$ cat src/rtl/uart_frame_arbiter_if.sv
// Bundle between the two sample requesters, the uart_tx instance and the
// frame arbiter. The slave modport is the arbiter; the master modport is the
// environment around it (requesters plus transmitter busy).
interface uart_frame_arbiter_if;
    logic        req_a;
    logic [11:0] data_a;
    logic        ack_a;
    logic        req_b;
    logic [11:0] data_b;
    logic        ack_b;
    logic        uart_tx_busy;
    logic        uart_tx_en;
    logic [7:0]  uart_tx_data;
    logic        frame_active;
    logic [15:0] frame_cnt;

    modport master (
        output req_a, data_a, req_b, data_b, uart_tx_busy,
        input  ack_a, ack_b, uart_tx_en, uart_tx_data, frame_active, frame_cnt
    );

    modport slave (
        input  req_a, data_a, req_b, data_b, uart_tx_busy,
        output ack_a, ack_b, uart_tx_en, uart_tx_data, frame_active, frame_cnt
    );
endinterface

$ cat src/rtl/uart_frame_arbiter.sv
// Round-robin arbiter that turns 12-bit samples from two channels into
// 4-byte checksummed frames (header, ch/high nibble, low byte, xor) and
// feeds them byte by byte to a shared uart_tx. Frames never interleave; a
// byte whose busy response never shows up is re-strobed after BUSY_TO cycles.
module uart_frame_arbiter #(
    parameter logic [7:0]  HEADER  = 8'hA5,
    parameter int unsigned BUSY_TO = 4
) (
    input logic                 clk,
    input logic                 resetn,
    uart_frame_arbiter_if.slave bus
);

    typedef enum logic [2:0] {
        S_IDLE,
        S_GRANT,
        S_SEND,
        S_WAIT_BUSY,
        S_WAIT_DONE
    } state_t;

    localparam logic [3:0] BUSY_TO_W = 4'(BUSY_TO);
    localparam logic       CH_B      = 1'b1;

    state_t      state_q,        state_d;
    logic        grant_ch_q,     grant_ch_d;
    logic        last_grant_q,   last_grant_d;
    logic [11:0] sample_q,       sample_d;
    logic [1:0]  byte_idx_q,     byte_idx_d;
    logic [3:0]  to_cnt_q,       to_cnt_d;
    logic        ack_a_q,        ack_a_d;
    logic        ack_b_q,        ack_b_d;
    logic        tx_en_q,        tx_en_d;
    logic [7:0]  tx_data_q,      tx_data_d;
    logic        frame_active_q, frame_active_d;
    logic [15:0] frame_cnt_q,    frame_cnt_d;

    logic        any_req;
    logic        winner;
    logic [7:0]  b1;
    logic [7:0]  b2;
    logic [7:0]  b3;
    logic [7:0]  frame_byte;

    // Pick the requester: a lone requester wins, a tie goes to the channel not served last.
    always_comb begin
        any_req = bus.req_a | bus.req_b;
        if (bus.req_a && bus.req_b) begin
            winner = ~last_grant_q;
        end else begin
            winner = bus.req_b;
        end
    end

    // Assemble the byte selected by byte_idx from the captured sample.
    always_comb begin
        b1         = {3'b000, grant_ch_q, sample_q[11:8]};
        b2         = sample_q[7:0];
        b3         = HEADER ^ b1 ^ b2;
        frame_byte = HEADER;
        case (byte_idx_q)
            2'd0:    frame_byte = HEADER;
            2'd1:    frame_byte = b1;
            2'd2:    frame_byte = b2;
            default: frame_byte = b3;
        endcase
    end

    // Next-state and registered-output logic for the framing FSM.
    always_comb begin
        // NOTE: every _d gets a hold/idle default before the case so no path leaves it unassigned (no latches).
        state_d        = state_q;
        grant_ch_d     = grant_ch_q;
        last_grant_d   = last_grant_q;
        sample_d       = sample_q;
        byte_idx_d     = byte_idx_q;
        to_cnt_d       = to_cnt_q;
        ack_a_d        = 1'b0;
        ack_b_d        = 1'b0;
        tx_en_d        = 1'b0;
        tx_data_d      = tx_data_q;
        frame_active_d = frame_active_q;
        frame_cnt_d    = frame_cnt_q;

        case (state_q)
            S_IDLE: begin
                if (any_req) begin
                    grant_ch_d = winner;
                    state_d    = S_GRANT;
                end
            end

            S_GRANT: begin
                if (grant_ch_q == CH_B) begin
                    ack_b_d  = 1'b1;
                    sample_d = bus.data_b;
                end else begin
                    ack_a_d  = 1'b1;
                    sample_d = bus.data_a;
                end
                last_grant_d   = grant_ch_q;
                byte_idx_d     = 2'd0;
                frame_active_d = 1'b1;
                state_d        = S_SEND;
            end

            S_SEND: begin
                if (!bus.uart_tx_busy) begin
                    tx_en_d   = 1'b1;
                    tx_data_d = frame_byte;
                    to_cnt_d  = 4'd0;
                    state_d   = S_WAIT_BUSY;
                end
            end

            S_WAIT_BUSY: begin
                if (bus.uart_tx_busy) begin
                    state_d = S_WAIT_DONE;
                end else begin
                    to_cnt_d = to_cnt_q + 4'd1;
                    if (to_cnt_q + 4'd1 == BUSY_TO_W) begin
                        state_d = S_SEND;
                    end
                end
            end

            S_WAIT_DONE: begin
                if (!bus.uart_tx_busy) begin
                    if (byte_idx_q != 2'd3) begin
                        byte_idx_d = byte_idx_q + 2'd1;
                        state_d    = S_SEND;
                    end else begin
                        frame_cnt_d    = frame_cnt_q + 16'd1;
                        frame_active_d = 1'b0;
                        // Pending requests are judged on this same edge so the
                        // next frame starts two cycles after the final busy fall.
                        if (any_req) begin
                            grant_ch_d = winner;
                            state_d    = S_GRANT;
                        end else begin
                            state_d = S_IDLE;
                        end
                    end
                end
            end

            default: state_d = S_IDLE;
        endcase
    end

    // State and output registers with synchronous active-low reset.
    always_ff @(posedge clk) begin
        // NOTE: sequential state uses non-blocking assignments so all flops update from pre-edge values.
        if (!resetn) begin
            // NOTE: every register here is small control/data state, so all of it is reset; a partial frame is dropped.
            state_q        <= S_IDLE;
            grant_ch_q     <= 1'b0;
            last_grant_q   <= CH_B;
            sample_q       <= 12'h000;
            byte_idx_q     <= 2'd0;
            to_cnt_q       <= 4'd0;
            ack_a_q        <= 1'b0;
            ack_b_q        <= 1'b0;
            tx_en_q        <= 1'b0;
            tx_data_q      <= 8'h00;
            frame_active_q <= 1'b0;
            frame_cnt_q    <= 16'h0000;
        end else begin
            state_q        <= state_d;
            grant_ch_q     <= grant_ch_d;
            last_grant_q   <= last_grant_d;
            sample_q       <= sample_d;
            byte_idx_q     <= byte_idx_d;
            to_cnt_q       <= to_cnt_d;
            ack_a_q        <= ack_a_d;
            ack_b_q        <= ack_b_d;
            tx_en_q        <= tx_en_d;
            tx_data_q      <= tx_data_d;
            frame_active_q <= frame_active_d;
            frame_cnt_q    <= frame_cnt_d;
        end
    end

    assign bus.ack_a        = ack_a_q;
    assign bus.ack_b        = ack_b_q;
    assign bus.uart_tx_en   = tx_en_q;
    assign bus.uart_tx_data = tx_data_q;
    assign bus.frame_active = frame_active_q;
    assign bus.frame_cnt    = frame_cnt_q;

endmodule

$ cat src/flat_wrapper.sv
// flat-port wrapper written by rule: the top's interface ports become plain ports
module uart_frame_arbiter_flat 
#(
    parameter logic [7:0]  HEADER  = 8'hA5,
    parameter int unsigned BUSY_TO = 4
)
  (clk, resetn, bus_req_a, bus_data_a, bus_req_b, bus_data_b, bus_uart_tx_busy, bus_ack_a, bus_ack_b, bus_uart_tx_en, bus_uart_tx_data, bus_frame_active, bus_frame_cnt);
  uart_frame_arbiter_if bus_i ();
  input logic clk;
  input logic resetn;
  input wire logic [$bits(bus_i.req_a)-1:0] bus_req_a;
  input wire logic [$bits(bus_i.data_a)-1:0] bus_data_a;
  input wire logic [$bits(bus_i.req_b)-1:0] bus_req_b;
  input wire logic [$bits(bus_i.data_b)-1:0] bus_data_b;
  input wire logic [$bits(bus_i.uart_tx_busy)-1:0] bus_uart_tx_busy;
  output wire logic [$bits(bus_i.ack_a)-1:0] bus_ack_a;
  output wire logic [$bits(bus_i.ack_b)-1:0] bus_ack_b;
  output wire logic [$bits(bus_i.uart_tx_en)-1:0] bus_uart_tx_en;
  output wire logic [$bits(bus_i.uart_tx_data)-1:0] bus_uart_tx_data;
  output wire logic [$bits(bus_i.frame_active)-1:0] bus_frame_active;
  output wire logic [$bits(bus_i.frame_cnt)-1:0] bus_frame_cnt;
  assign bus_i.req_a = bus_req_a;
  assign bus_i.data_a = bus_data_a;
  assign bus_i.req_b = bus_req_b;
  assign bus_i.data_b = bus_data_b;
  assign bus_i.uart_tx_busy = bus_uart_tx_busy;
  assign bus_ack_a = bus_i.ack_a;
  assign bus_ack_b = bus_i.ack_b;
  assign bus_uart_tx_en = bus_i.uart_tx_en;
  assign bus_uart_tx_data = bus_i.uart_tx_data;
  assign bus_frame_active = bus_i.frame_active;
  assign bus_frame_cnt = bus_i.frame_cnt;
  uart_frame_arbiter #(.HEADER(HEADER), .BUSY_TO(BUSY_TO)) u_core (.clk(clk), .resetn(resetn), .bus(bus_i));
endmodule
$ cat config.mk
export PLATFORM = sky130hd
export DESIGN_NAME = uart_frame_arbiter_flat
export DESIGN_NICKNAME = d
export VERILOG_FILES = /design/src/rtl/uart_frame_arbiter_if.sv /design/src/rtl/uart_frame_arbiter.sv /design/src/flat_wrapper.sv
export SDC_FILE = /design/constraint.sdc
export NUM_CORES = 1
export LEC_CHECK = 0
export ABC_AREA = 1
export CORE_UTILIZATION = 45
export DETAILED_ROUTE_END_ITERATION = 7
export PLACE_DENSITY = 0.75
export RECOVER_POWER = 100
export SLEW_MARGIN = 15
export SYNTH_ARGS = -nofsm -noshare
export SYNTH_HDL_FRONTEND = slang
export SYNTH_SLANG_ARGS = --single-unit
$ cat constraint.sdc
create_clock -name clk -period 1.6 [get_ports clk]
set_input_delay 0.24 -clock clk [delete_from_list [all_inputs] [get_ports clk]]
set_output_delay 0.24 -clock clk [all_outputs]
set_load 0.02 [all_outputs]
# Yosys cells after proc, flatten, opt, wreduce, memory -nomap -nowiden
# Index checks and enable logic that the tools add are counted.
# totals
register_bits,51
output_inout_bits,28
# op_classes
addsub,3
n_eq_ne,15
muxes,27
bitwise,6
n_reduce_logical,15
# ops
cell,n
$pmux W8 S3,1
$mux W3,6
$add A16 B1 Y16 const B,1
$pmux W3 S5,1
$reduce_and A3 Y1,5
$mux W12,1
$mux W1,10
$ne A2 B2 Y1 const B,5
$mux W4,2
$pmux W4 S2,1
$xor A8 B8 Y8,1
$eq A3 B2 Y1 const B,2
$reduce_and A2 Y1,3
$reduce_bool A2 Y1,3
$add A4 B1 Y4 const B,1
$eq A4 B3 Y1 const B,1
$mux W2,2
$ne A2 B1 Y1 const B,2
$not A2 Y4,1
$pmux W1 S2,2
$pmux W2 S2,1
$reduce_and A4 Y1,1
$eq A3 B1 Y1 const B,1
$eq A3 B3 Y1 const B,1
9 further kinds,11

# Longest topological paths before layout
# depth
depth_word,6
ltp_mapped,10
depth_no_buf,10

# Worst setup path after synthesis
# No wires, ideal clock.
# synth_timing
kind,register to register
from,reg u_core.byte_idx_q[0]
to,reg u_core.frame_cnt_q[9] (netlist: u_core.bus.frame_cnt[9])
setup_ns,0.116
t_arrival_ns,1.376
setup_slack_ns,0.108
path_stages_with_launch,9
n_path_buf,0
period_less_slack_ns,1.492
cell_sequence,dfxtp_1 ha_1 inv_1 nor2_1 nand3_2 nor2_2 nand2_1 o21ai_0 nor2_1
# synth_between
elab_chain_cells,3
# synth_lines
element,line,text
from (decl),uart_frame_arbiter.sv:29,"logic [1:0] byte_idx_q, byte_idx_d;"
from (signal assigned),uart_frame_arbiter.sv:173,byte_idx_q <= byte_idx_d;
$ne A2 B2 Y1,uart_frame_arbiter.sv:129,if (byte_idx_q != 2'd3) begin
$not A1 Y1 (no source line),--,
$reduce_and A3 Y1 (no source line),--,
to (signal assigned),uart_frame_arbiter.sv:180,frame_cnt_q <= frame_cnt_d;
to (decl),uart_frame_arbiter.sv:36,"logic [15:0] frame_cnt_q, frame_cnt_d;"
# No other way between the ends.
# A chain may end at the register's enable or synchronous reset.

# Worst setup path in the final report
# layout_timing
from,reg u_core.frame_cnt_q[15] (netlist: u_core.bus.frame_cnt[15])
to,out bus_frame_cnt[15]
# layout_rtl
element,line,text
to (decl),flat_wrapper.sv:21,output wire logic [$bits(bus_i.frame_cnt)-1:0] bus_frame_cnt;
# No word-level cell between the ends.

==> run metrics <==
outcome=finished clean; GR met3 Demand/Resource=0.0400; family of cells with the greatest summed delay on the critical path=buffers and inverters; 1st-pass router iterations=4; CTS tree=yes; sequential cell area fraction in the yosys report=0.397; cell at the slowest stage of the critical path=sky130_fd_sc_hd__clkdlybuf4s50_1; Post-Syn Instances=382; share of layout cells above drive strength 1=0.0913; number of vias in the routed layout=2616; routing usage on met2=0.386; Synth cell types=25; routability-driven placement congestion ratio=0.830; setup-violating endpoint count in the final report=0; number of hold buffers added after CTS=0; area added between synthesis and finish=33.0%; sum of negative setup slack=0 ns; maximum buffer depth of the clock tree=2; leakage power figure=0.00142 uW; max-capacitance violation count=0; crit path cell chain=clkdlybuf4s50_1; setup repair after global routing missed its margin=no; Buf+Inv Stages, Crit Path=1; ratio of final minimum period to clock period=0.968; DIE HEIGHT=77.6 microns; kind of critical path=flip-flop to primary output; hold crit path type=flip-flop to flip-flop; clock sink total=51; FF+latch count, synth=51; maximum number of pins on one net before global-route repair=18; total overflow reported by the global router=0; net count of the mapped netlist=419; nature of the critical path endpoint=primary output; count of antenna diodes in the layout=0; clock tree skew after final layout=0.00698 ns; Finished Core Util=0.621; sum of net half-perimeters after detailed placement=4620 microns; endpoint arrival time on the critical path=1.31 ns; Slew headroom=0.728; area post-placement=3340 sq um; Starting Density=0.467; row cnt=27; Vias per Instance=4.92; commonest non-fill, non-tap cells in the layout=89 x sky130_fd_sc_hd__nand2_1, 62 x sky130_fd_sc_hd__inv_1, 51 x sky130_fd_sc_hd__nor2_1, 50 x sky130_fd_sc_hd__dfxtp_1, 42 x sky130_fd_sc_hd__clkdlybuf4s50_1; number of hold violations in the final report=0; antenna violations before repair=0; total number of H-tree levels=2; via count of the first global-routing pass=2399; Worst-Skew Late Latency=0.31 ns; boundary pin count=57; root buffer cell=sky130_fd_sc_hd__clkbuf_8; Remaining DRCs=0; Total Power Consumption=3190 uW; average size of a mapped cell=6.73 sq um; Detail Route Antenna Nets=0; PD cells=934 nW/um^2; highest-utilization routing layer at the global route stage=met2; number of warnings printed during yosys synthesis=0; Max stage delay on crit path=0.62 ns; fraction of post-synthesis cell area in the top cell type by area=0.397; most frequent standard cell in the layout excluding fill and tap cells=sky130_fd_sc_hd__nand2_1; clock period minus worst slack=1.55 ns; area of all placed cells without fillers=3420 sq um; number of nets in the finished design=496; met1 GRT Util=0.239; CTS clock-pin slew for the worst setup and hold paths=0.10 ns; total track usage=0.209; slew at the pin closest to its max-slew limit=0.407 ns; area taken by flip-flops and latches=1020 sq um; data required time of the worst path=1.36 ns; Worst setup SP type=flip-flop; cell type contributing the most total cell area after synthesis=sky130_fd_sc_hd__dfxtp_1; routed wire length=6190 microns; core area=5510 sq um; area of the die=6020 sq um; detail-routed net length per standard cell=11.6 microns; minimum hold slack=0.470 ns; Max IR drop VDD=0.000393 V; top achievable clock speed=646 MHz; Die Width=77.6 microns; count of input and output buffers=56; number of slew-limit violations in the final report=0; Netlist Area Pre-Place=2570 sq um; first-pass GRT wire length=10200 microns; number of fill cells=521; number of buffers created by CTS=5; maximum fanout encountered on the critical timing path=3; combined area of the multi-input logic cells=1310 sq um; cell types occupying the most area after synthesis=sky130_fd_sc_hd__dfxtp_1 40%, sky130_fd_sc_hd__nand2_1 13%, sky130_fd_sc_hd__inv_1 8.8%; first-iteration detailed-routing DRC count=96
cell type report:
class                           instances  share of cell area
Clock buffer                            5              0.0201
Multi-Input combinational cell        261               0.382
Sequential cell                        51               0.299
Tap cell                               72              0.0264
Clock inverter                          3             0.00696
Inverter                               63              0.0692
Timing Repair Buffer                   77               0.196
through the flow:
step / setup WS [ns] / instances
after floorplan: 0.108 / 382
after global placement: -0.0147 / 521
after detailed placement: -0.0678 / 521
after CTS: 0.00316 / 529
after global routing: 0.00570 / 532
final: 0.0520 / 532
metal layers:
| layer | share of wire | vias up |
|---|---|---|
| met5 | 0 | - |
| met3 | 0.040 | 7 |
| met2 | 0.50 | 59 |
| met4 | 0.013 | 0 |
| met1 | 0.45 | 1181 |
| li1 | - | 1369 |
state kept, by name, indices dropped and copies added (netlist names):
name and cells:
u_core.bus.ack_a 1, u_core.bus.ack_b 1, u_core.bus.frame_active 1, u_core.bus.frame_cnt 16, u_core.bus.uart_tx_data 8, u_core.bus.uart_tx_en 1, u_core.byte_idx_q 2, u_core.grant_ch_q 1
u_core.last_grant_q 1, u_core.sample_q 12, u_core.state_q 3, u_core.to_cnt_q 4
tightest hold or removal path, stage by stage (launching register included):
cell	delay, ns
sky130_fd_sc_hd__dfxtp_1	0.32
sky130_fd_sc_hd__nand3_1	0.07
sky130_fd_sc_hd__nand2_1	0.04
cell families after synthesis:
| kind of cell | share of synthesized area |
|---|---|
| DFF | 0.397 |
| buffers and inverters | 0.104 |
| adders and majority gates | 0.0389 |
| AOI/OAI and AO/OA | 0.149 |
| and+or+nand+nor | 0.296 |
| xor gates and xnor gates | 0.0136 |
power breakdown:
part	switching, uW	internal, uW	total (uW)
Combinational	510	394	904
Clock	469	314	783
Sequential	94.2	1410	1510
synthesized netlist by cell type:
library cell,number
sky130_fd_sc_hd__nand2_2,1
sky130_fd_sc_hd__o211ai_1,11
sky130_fd_sc_hd__o21ai_0,35
sky130_fd_sc_hd__o22ai_1,3
sky130_fd_sc_hd__ha_1,8
sky130_fd_sc_hd__nand3_2,2
sky130_fd_sc_hd__nor3_1,4
sky130_fd_sc_hd__buf_4,1
sky130_fd_sc_hd__inv_1,60
sky130_fd_sc_hd__nor2_4,2
sky130_fd_sc_hd__a211oi_1,1
sky130_fd_sc_hd__clkbuf_1,5
sky130_fd_sc_hd__nor2_2,5
sky130_fd_sc_hd__nand2_1,89
sky130_fd_sc_hd__inv_2,3
sky130_fd_sc_hd__dfxtp_1,51
sky130_fd_sc_hd__buf_2,1
sky130_fd_sc_hd__a21oi_1,15
sky130_fd_sc_hd__o21ai_1,1
sky130_fd_sc_hd__nand4_1,6
sky130_fd_sc_hd__xnor2_1,4
sky130_fd_sc_hd__a31oi_1,2
sky130_fd_sc_hd__o21a_1,1
sky130_fd_sc_hd__nand3_1,19
sky130_fd_sc_hd__nor2_1,52
repair_timing:
item	in CTS	in global routing
gates resized for setup	6	19
setup buffers	0	3
setup endpoints to repair	6	14
pin swaps	0	2
cloned	0	0
worst paths after layout:
kind | from | to | slack (ns) | depth (start not counted)
setup / recovery | u_core.bus.frame_cnt[15] | bus_frame_cnt[15] | 0.05 | 1
hold reg to reg | u_core.bus.frame_active | u_core.bus.frame_active | 0.47 | 2
setup reg to reg | u_core.state_q[2] | u_core.sample_q[9] | 0.14 | 5
hold / removal | u_core.bus.frame_active | u_core.bus.frame_active | 0.47 | 2
(Power assumes the default switching activity.)
